File: config.mk
export PLATFORM = sky130hd
export DESIGN_NAME = moving_avg_filter
export DESIGN_NICKNAME = d
export VERILOG_FILES = /design/src/rtl/moving_avg_filter.sv
export SDC_FILE = /design/constraint.sdc
export NUM_CORES = 1
export LEC_CHECK = 0
export CAP_MARGIN = 20
export CORE_ASPECT_RATIO = 1.4
export CORE_MARGIN = 1.5
export CORE_UTILIZATION = 50
export CTS_CLUSTER_DIAMETER = 200
export CTS_CLUSTER_SIZE = 14
export DETAILED_ROUTE_END_ITERATION = 6
export HOLD_SLACK_MARGIN = 0.03
export PLACE_DENSITY = 0.66
export SYNTH_ARGS = -nofsm -noshare
export SYNTH_HDL_FRONTEND = slang
export SYNTH_SLANG_ARGS = --single-unit
export TNS_END_PERCENT = 1
File: constraint.sdc
create_clock -name clk -period 31.1 [get_ports clk]
set_clock_uncertainty 0.15 [all_clocks]
set_input_delay 6.22 -clock clk [delete_from_list [all_inputs] [get_ports clk]]
set_output_delay 6.22 -clock clk [all_outputs]
set_load 0.01 [all_outputs]
File: src/rtl/moving_avg_filter.sv
// moving_avg_filter: sliding-window mean / nearest-sample filter; define AVG_ROUND_EN for a round-half-up mean
module moving_avg_filter #(
  parameter int DATA_W = 8,
  parameter int WIN    = 9
) (
  input  logic              clk,
  input  logic              reset,
  input  logic              in_valid,
  input  logic [DATA_W-1:0] data,
  input  logic              mode,
  input  logic              flush,
  output logic              valid,
  output logic [DATA_W-1:0] out,
  output logic              full
);
  localparam int SW = DATA_W + $clog2(WIN + 1);
  localparam int PW = $clog2(WIN);
  localparam int FW = $clog2(WIN + 1);
  localparam logic [SW-1:0] WIN_S    = SW'(WIN);
  localparam logic [PW-1:0] PTR_MAX  = PW'(WIN - 1);
  localparam logic [FW-1:0] FILL_MAX = FW'(WIN);
`ifdef AVG_ROUND_EN
  localparam logic [SW-1:0] HALF = SW'(WIN / 2);
`else
  localparam logic [SW-1:0] HALF = '0;
`endif
  logic [DATA_W-1:0] buf_q [WIN];
  logic [DATA_W-1:0] buf_d [WIN];
  logic [PW-1:0]     ptr_q, ptr_d, ptr_b;
  logic [FW-1:0]     fill_q, fill_d, fill_b;
  logic [SW-1:0]     sum_q, sum_d, sum_b;
  logic [DATA_W-1:0] out_q, out_d, oldest, mean, near;
  logic              valid_q, valid_d;
  // flush clears first, so a sample accepted alongside it becomes entry 0
  always_comb begin
    ptr_b   = flush ? '0 : ptr_q;
    fill_b  = flush ? '0 : fill_q;
    sum_b   = flush ? '0 : sum_q;
    oldest  = (fill_b == FILL_MAX) ? buf_q[ptr_b] : '0;
    buf_d   = buf_q;
    if (in_valid) buf_d[ptr_b] = data;
    sum_d   = in_valid ? sum_b + SW'(data) - SW'(oldest) : sum_b;
    fill_d  = (in_valid && fill_b != FILL_MAX) ? fill_b + FW'(1) : fill_b;
    ptr_d   = in_valid ? ((ptr_b == PTR_MAX) ? '0 : ptr_b + PW'(1)) : ptr_b;
    mean    = DATA_W'((sum_d + HALF) / WIN_S);
    near    = '0;
    for (int i = 0; i < WIN; i++)
      if (buf_d[i] <= mean && buf_d[i] > near) near = buf_d[i];
    valid_d = in_valid && fill_d == FILL_MAX;
    out_d   = valid_d ? (mode ? near : mean) : out_q;
  end
  always_ff @(posedge clk or posedge reset) begin
    if (reset) begin
      ptr_q   <= '0;
      fill_q  <= '0;
      sum_q   <= '0;
      out_q   <= '0;
      valid_q <= 1'b0;
    end else begin
      ptr_q   <= ptr_d;
      fill_q  <= fill_d;
      sum_q   <= sum_d;
      out_q   <= out_d;
      valid_q <= valid_d;
    end
  end
  always_ff @(posedge clk) buf_q <= buf_d;
  assign valid = valid_q;
  assign out   = out_q;
  assign full  = fill_q == FILL_MAX;
endmodule
==> results of run 1 <==
## metrics by stage
step	hold slack [ns]	instances	instance area, µm²	TNS [ns]
CTS	0.3651	1617	11460	0
global placement	0.3285	1601	11140	0
global route	0.4031	1625	11660	-0.2208
floorplan	0.3184	1343	10610	0
finish	0.3649	1625	11660	0
detailed placement	0.3418	1601	11140	0
## cell families (layout without fill, tap and decap cells)
kind of cell | after synthesis | in the layout
xor gates and xnor gates | 15 | 15
buffers and inverters | 145 | 170
muxes | 64 | 64
and+or+nand+nor | 449 | 450
AOI/OAI and AO/OA | 417 | 417
DFF | 101 | 101
adders and majority gates | 152 | 152
## worst paths after layout
path                           from        to  slack (ns)  depth (start not counted)
setup / recovery              flush    out[7]        1.56                        117
hold / removal               out[6]    out[6]        0.36                          2
setup reg to reg           ptr_q[1]    out[7]        7.08                        117
hold reg to reg              out[6]    out[6]        0.36                          2
max in group asynchronous     reset  sum_q[6]       24.42                          3
min in group asynchronous     reset    out[3]        6.08                          3
## synthesized netlist by cell type (5+ instances only)
| library cell | n | share of area [%] |
|---|---|---|
| ha_1 | 141 | 17 |
| a21oi_1 | 124 | 5.9 |
| nor2_1 | 119 | 4.2 |
| nand2_1 | 106 | 3.8 |
| inv_1 | 89 | 3.2 |
| o21ai_0 | 89 | 4.2 |
| dfxtp_1 | 72 | 14 |
| nand3_1 | 53 | 2.5 |
| clkbuf_1 | 35 | 1.2 |
| mux2i_1 | 30 | 2.8 |
| dfrtp_1 | 29 | 6.8 |
| a21o_1 | 28 | 2.0 |
| nand2b_1 | 27 | 1.6 |
| nor3_1 | 24 | 1.1 |
| nor2b_1 | 23 | 1.4 |
| mux2_2 | 20 | 2.1 |
| a31oi_1 | 19 | 1.1 |
| o21a_1 | 18 | 1.3 |
| and3_1 | 16 | 0.94 |
| nand4_1 | 16 | 0.94 |
| or2_2 | 14 | 0.83 |
| o211ai_1 | 13 | 0.92 |
| o21ai_1 | 12 | 0.57 |
| o22ai_1 | 12 | 0.71 |
| clkinv_1 | 10 | 0.35 |
| xnor2_1 | 10 | 0.83 |
| a211oi_1 | 9 | 0.64 |
| fa_1 | 8 | 1.5 |
| or3_1 | 8 | 0.47 |
| and2_1 | 7 | 0.41 |
| nor4_1 | 7 | 0.41 |
| a2111oi_0 | 6 | 0.50 |
| mux4_2 | 6 | 1.3 |
| and4_1 | 5 | 0.41 |
| mux2_4 | 5 | 0.71 |
| o221ai_1 | 5 | 0.41 |
## cell type report
class / count / area share (%)
Multi-Input combinational cell: 1098 / 68.74
Sequential cell: 101 / 18.58
Timing Repair Buffer: 53 / 3.927
Inverter: 101 / 3.251
Tap cell: 256 / 2.746
Clock buffer: 12 / 2.478
Clock inverter: 4 / 0.2789
## registers in the layout (all words and copies together), names as in the netlist
name and count:
out 8, fill_q 4, buf_q 72, sum_q 12
valid 1, ptr_q 4
## routing by layer
layer / track usage (%) / share of wire [%]
met1: 33.21 / 42
met2: 52.47 / 48
met3: 3.320 / 3.8
met4: 18.68 / 6.4
met5: 0 / 0
## worst max-delay path: cells and delay by family
family	cells	cell delay, ns
muxes	4	1.50
AOI/OAI and AO/OA	55	10.18
and+or+nand+nor	39	6.88
buffers and inverters	7	1.21
adders and majority gates	12	3.63
## repair_timing
action                                  CTS  global route
endpoints found under the setup margin    0             8
hold buffers                              0             0
setup buffers                             0             7
gates resized for setup                   0            43
==> metrics.md, run 1 <==
| Metric | Value |
|---|---|
| Final RePlAce weighted congestion | 0.9377 |
| Final Hold Viols | 0 |
| Grt ovf | 0 |
| Most common flop cell mapped by yosys | dfxtp_1 |
| Slowest cell on crit path | or4b_2 |
| Cell mode on critical path | a21oi_1 |
| Maximum capacitance violations | 0 |
| Clock tree buffer depth | 2 |
| Site row count | 62 |
| Die Wd | 126.1 µm |
| Vias per Instance | 6.284 |
| Post-synth EDFFs | 0 |
| Clk slew on worst S/H paths | 0.07 ns |
| Share of cells above drive strength 1 | 11.76% |
| Kind of critical path | in2reg |
| Antenna Cells | 0 |
| Crit-path max cell delay | 0.61 ns |
| Root Driver | clkbuf_16 |
| Starting DRC count in detailed routing | 667 |
| Min-Delay Path Class | reg2reg |
| Util after Layout | 56.52% |
| Fillers | 1971 |
| Slew margin rel. | 47.82% |
| Cell variety after synth | 101 |
| Die ar. | 0.02211 mm² |
| Chip height | 175.3 µm |
| Global-route wire length before repair | 51360 µm |
| Final Cycle Share | 94.98% |
| Wire length per cell | 19.78 µm |
| Gr usage total | 29.39% |
| WL final | 32150 µm |
| Worst Path Required | 31.20 ns |
| Vias in the first global route | 10101 |
| Max Transition Viols Final | 0 |
| Initial antenna violation count | 0 |
| Synthesized area | 0.01061 mm² |
| Final nets | 1526 |
| Worst slack, placed | 0.01468 ns |
| Most frequent cells in the layout | ha_1, a21oi_1, nor2_1, nand2_1, inv_1 |
| Syn Inst Count | 1343 |
| DRC viols | 0 |
| # IOs | 23 |
| Via count | 10212 |
| Synth Area in Adders | 18.44% |
| Synthesized area per cell | 7.897 µm² |
| Setup ws final | 1.560 ns |
| Final setup vio count | 0 |
| Post-DP HPWL | 24990 µm |
| Synth Net Count | 1505 |
| Xor/xnor cell area share of the yosys netlist | 1.310% |
| Asr flop ratio synth | 28.71% |
| Max Freq | 0.03385 GHz |
| Synth Area in Compound Gates | 25.90% |
| CP Launch Type | input pin |
| Simple-gate share of the synthesized area | 21.17% |
| Initial Util | 51.39% |
| Crit path arrival time | 29.64 ns |
| CP Capture Type | register |
| CTS tree | done |
| Largest family of logic cells by synthesized area | compound AO/OA/AOI/OAI gates |
| # H-tree levels | 3 |
| Slew @ Worst Pin | 0.7774 ns |
| CORE AREA | 0.02063 mm² |
| Port-buffer cells | 22 |
| Inserted Clock Buffers | 9 |
| Multiplexer share of the synthesized area | 7.362% |
| CTS Sinks | 101 |
| Commonest non-fill, non-tap cell in the layout | ha_1 |
| Post-DRT Antenna Nets | 0 |
| Drt pass-1 iters | 7 |
| Status | finished, final reports clean |
| Multi-input logic area | 0.008016 mm² |
| Min Clock Period, post-route | 29.54 ns |
| Sequential fraction of the synthesis area | 20.43% |
| Register Area | 0.002167 mm² |
| Skew-Pair Late Insertion Delay | 0.37 ns |
| Layout area overhead | 9.969% |
| Ys Warns | 0 |
| Synthesized flop and latch total | 101 |
| Largest net degree at the start of global routing | 44 |
| CP Max Fanout | 27 |
Power of run 1 is left out: the tool's default activity adds up to more than one toggle a clock period on the data nets, which glitch-free logic cannot reach.
==> run 2, diff against run 1 <==
- ABC_AREA: unset -> 1
- CORE_MARGIN: 1.5 -> unset
==> run 2 against run 1 <==
Compared with the run above:
- critical path depth increased by 34
- critical path type unchanged
- flip-flop and latch count unchanged
- first-iteration DRC count fell by 5.5%
- hold slack worse by 0.029 ns
- highest routed layer unchanged
==> metrics.md, run 2 <==
| Metric | Value |
|---|---|
| Status | finished, final reports clean |
| Most common flop cell mapped by yosys | dfxtp_1 |
| Hold-fix buffers at CTS | 0 |
| Area contributors post-synth | ha_1, dfxtp_1, nand2_1 |
| Initial antenna violation count | 0 |
| WL final | 29770 µm |
| Inserted Clock Buffers | 9 |
| Global-route wire length before repair | 47290 µm |
| Final Hold Viols | 0 |
| Initial Util | 51.15% |
| Final RePlAce weighted congestion | 0.9651 |
| CORE AREA | 0.01929 mm² |
| Yosys top cell by area | ha_1 |
| Post-DRT Antenna Nets | 0 |
| # IOs | 23 |
| Die ar. | 0.02031 mm² |
| Grt ovf | 0 |
| Clk slew on worst S/H paths | 0.07 ns |
| Share of cells above drive strength 1 | 8.003% |
| Ys Warns | 0 |
| Register Area | 0.002167 mm² |
| Maximum capacitance violations | 0 |
| Kind of critical path | in2reg |
| Slew margin rel. | 37.77% |
| Die Wd | 120.7 µm |
| Multi-input logic area | 0.006759 mm² |
| Skew-Pair Late Insertion Delay | 0.35 ns |
| Number of flip-flops in the largest register | 72 |
| Worst Path Required | 31.20 ns |
| Post-DP HPWL | 24260 µm |
| Final Cycle Share | 89.28% |
| Final nets | 1645 |
| Post-synth EDFFs | 0 |
| # H-tree levels | 3 |
| Gr usage total | 30.11% |
| Via count | 9559 |
| Count leader, synth | nand2_1 |
| Drt pass-1 iters | 5 |
| Final setup vio count | 0 |
| Synth top cells by count | nand2_1, inv_1, ha_1, o21ai_0, nor2_1 |
| Slowest cell on crit path | clkdlybuf4s50_1 |
| Cell variety after synth | 55 |
| Post-CTS setup buffer count | 0 |
| Commonest non-fill, non-tap cell in the layout | nand2_1 |
| Util after Layout | 55.18% |
| Largest register by flop count | buf_q |
| Unrepaired setup endpoints after global routing | false |
| Wire length per cell | 17.16 µm |
| CTS tree | done |
| Starting DRC count in detailed routing | 630 |
| Chip height | 168.2 µm |
| CP Max Fanout | 17 |
| Synthesized area | 0.009869 mm² |
| Root Driver | clkbuf_16 |
| Largest net degree at the start of global routing | 30 |
| Min Clock Period, post-route | 27.77 ns |
| CP Capture Type | register |
| Area share of the largest cell type after synthesis | 17.88% |
| Cell mode on critical path | nand2_1 |
| Site row count | 60 |
| Synth Net Count | 1628 |
| Crit path arrival time | 27.86 ns |
| Crit-path max cell delay | 0.69 ns |
| CTS resizes | 0 |
| CP Launch Type | input pin |
| Synthesized area per cell | 6.732 µm² |
| Slew @ Worst Pin | 0.9236 ns |
| Clock tree buffer depth | 2 |
| CTS Sinks | 101 |
| Port-buffer cells | 22 |
| Max Transition Viols Final | 0 |
| Layout area overhead | 7.873% |
| Sequential fraction of the synthesis area | 21.96% |
| Most frequent cells in the layout | nand2_1, inv_1, ha_1, o21ai_0, nor2_1 |
| Max Freq | 0.03602 GHz |
| DRC viols | 0 |
| Fillers | 1947 |
| Synthesized flop and latch total | 101 |
| Vias in the first global route | 9125 |
| Vias per Instance | 5.510 |
| TNS Setup | 0 ns |
| Asr flop ratio synth | 28.71% |
| Syn Inst Count | 1466 |
| Antenna Cells | 0 |
| Min-Delay Path Class | reg2reg |
## run 2: changes by cell type after synthesis, moves of 29 or more
| cell | change |
|---|---|
| o21ai_0 | +42 |
| a21oi_1 | -50 |
| inv_1 | +109 |
| nand2_1 | +275 |
| nor2_1 | -41 |
| mux2i_1 | -29 |
## run 2: stage by stage
stage	hold WS (ns)	std cells	setup slack, ns	cell area, µm²
final	0.3355	1735	3.335	10650
after global routing	0.3874	1735	1.104	10650
after global placement	0.3160	1720	3.538	10370
after detailed placement	0.3190	1720	3.190	10370
after floorplan	0.3234	1466	6.124	9869
after CTS	0.3379	1735	3.497	10650
## run 2: routing by layer
layer	GRT usage, %	vias to the layer above	part of all wire, %
li1	-	4893	-
met1	33.33	4343	40
met2	57.22	253	52
met3	2.778	70	3.3
met4	13.42	0	4.6
met5	0	-	0
## run 2: cell type report
cell class / count / area share, %
multi-input cells: 1117 / 63.49
flip-flops and latches: 101 / 20.35
inverters: 222 / 7.850
well taps: 248 / 2.915
repair buffers: 32 / 2.774
clock buffers: 10 / 2.245
clock inverters: 5 / 0.3761
## run 2: path summary, 6_finish.rpt
| kind | from | end | slack (ns) | depth (start not counted) |
|---|---|---|---|---|
| min reg2reg | out[0] | out[0] | 0.34 | 2 |
| max reg2reg | ptr_q[1] | out[0] | 9.67 | 151 |
| min | out[0] | out[0] | 0.34 | 2 |
| max | flush | out[0] | 3.33 | 151 |
| min in group asynchronous | reset | out[3] | 6.09 | 3 |
| max in group asynchronous | reset | sum_q[11] | 24.40 | 3 |
## run 2: logic make-up after synthesis
kind of cell             after synthesis  synth area share (%)
multiplexers                           1                0.1014
AO/OA/AOI/OAI                        304                 17.94
XOR/XNOR                              19                 1.762
buffers and inverters                248                 9.559
AND/OR/NAND/NOR                      644                 29.18
flip-flops                           101                 21.96
adder cells (fa/ha/maj)              149                 19.50
## run 2: critical path, delay by kind of cell
family          cells  cell delay [ns]
compound gates     32             6.03
xor+xnor            2             0.32
fa+ha+maj          13             3.80
buf+inv            18             2.45
simple gates       86             8.99
Power of run 2 is left out for the same reason.
==> run 3, diff against run 2 <==
- CORE_UTILIZATION: 50 -> 46
- PLACE_DENSITY: 0.66 -> unset
==> run 3 against run 2 <==
Compared with the run above:
- count of clock-buffer cells in the layout is 4 higher
- setup slack better by 0.0076 ns
- via count is 0.66% higher
- critical endpoint unchanged
==> metrics.md, run 3 (synthesis gave the netlist of run 2 again) <==
| Metric | Value |
|---|---|
| DRC viols | 0 |
| Starting DRC count in detailed routing | 485 |
| CP Launch Type | input pin |
| Port-buffer cells | 22 |
| Min-Delay Path Class | reg2reg |
| Die Wd | 125.8 µm |
| TNS Setup | 0 ns |
| Slew @ Worst Pin | 0.8588 ns |
| Util after Layout | 50.48% |
| Site row count | 63 |
| Kind of critical path | in2reg |
| Vias per Instance | 5.505 |
| Global-route wire length before repair | 49450 µm |
| Clock tree buffer depth | 2 |
| CORE AREA | 0.02113 mm² |
| CTS tree | done |
| Final setup vio count | 0 |
| Largest register by flop count | buf_q |
| WL final | 30380 µm |
| Initial antenna violation count | 0 |
| Final Cycle Share | 89.25% |
| Final Hold Viols | 0 |
| Largest net degree at the start of global routing | 30 |
| Post-CTS setup buffer count | 0 |
| Worst hold slack | 0.3643 ns |
| Maximum capacitance violations | 0 |
| Min Clock Period, post-route | 27.76 ns |
| Most frequent cells in the layout | nand2_1, inv_1, ha_1, o21ai_0, nor2_1 |
| Post-DP HPWL | 24550 µm |
| Inserted Clock Buffers | 9 |
| Final Non-Filler Cells | 1748 |
| CTS Sinks | 101 |
| Crit path arrival time | 27.86 ns |
| Wire length per cell | 17.38 µm |
| Hold-fix buffers at CTS | 0 |
| Max Transition Viols Final | 0 |
| Slew margin rel. | 42.14% |
| Crit-path max cell delay | 0.69 ns |
| Max Freq | 0.03603 GHz |
| Post-DRT Antenna Nets | 0 |
| Via count | 9622 |
| Unrepaired setup endpoints after global routing | false |
| CP Max Fanout | 17 |
| CTS resizes | 0 |
| Status | finished, final reports clean |
| Final nets | 1645 |
| Grt ovf | 0 |
| Gr usage total | 28.89% |
| Antenna Cells | 0 |
| Layout area overhead | 8.050% |
| Cell mode on critical path | nand2_1 |
| # H-tree levels | 3 |
| Worst Path Required | 31.20 ns |
| Commonest non-fill, non-tap cell in the layout | nand2_1 |
| Share of cells above drive strength 1 | 7.796% |
| Drt pass-1 iters | 5 |
| CP Capture Type | register |
| Number of flip-flops in the largest register | 72 |
| Die ar. | 0.02205 mm² |
| Clk slew on worst S/H paths | 0.07 ns |
| Skew-Pair Late Insertion Delay | 0.36 ns |
| Chip height | 175.3 µm |
| Vias in the first global route | 9427 |
| Initial Util | 46.72% |
| Final RePlAce weighted congestion | 0.9303 |
| Placed cells | 1732 |
| Slowest cell on crit path | clkdlybuf4s50_1 |
| Root Driver | clkbuf_16 |
| # IOs | 23 |
## run 3: cell types whose count changed in the layout (fill, tap and decap cells not counted), sizes merged
cell	change
inv	-4
clkinv	+1
clkbuf	+4
## run 3: final cells by class
class	instances	area, µm²
Multi-Input combinational cell	1117	6759
Inverter	222	835.8
Clock inverter	2	16.27
Sequential cell	101	2167
Tap cell	260	325.3
Clock buffer	14	265.3
Timing Repair Buffer	32	295.3
Fill cell	2204	10460
## run 3: final timing paths
path                          start        to  slack, ns  depth (start not counted)
setup / recovery              flush    out[0]       3.34                        148
hold / removal               out[0]    out[0]       0.36                          2
setup reg to reg           ptr_q[1]    out[0]       9.66                        148
hold reg to reg              out[0]    out[0]       0.36                          2
max in group asynchronous     reset    out[4]      24.40                          3
min in group asynchronous     reset  sum_q[9]       6.09                          3
## run 3: worst max-delay path: cells and delay by family
family                   cells  cell delay (ns)
AO/OA/AOI/OAI               30             5.88
XOR/XNOR                     2             0.33
adder cells (fa/ha/maj)     13             3.96
buffers and inverters       18             2.89
AND/OR/NAND/NOR             85             8.49
## run 3: through the flow
step           worst slack (ns)  cell area [µm²]
2_1_floorplan             6.124             9869
3_3_place_gp              3.475            10380
4_1_cts                   3.426            10660
6_report                  3.342            10660
3_5_place_dp              3.092            10380
5_1_grt                  0.8727            10660
## run 3: routing by layer
layer / GRT usage, % / up-vias / part of all wire, %
met4: 11.80 / 0 / 3.8
met1: 33.02 / 4433 / 42
met5: 0 / - / 0
met2: 54.17 / 214 / 51
li1: - / 4907 / -
met3: 3.259 / 68 / 3.4
Power of run 3 is left out for the same reason.
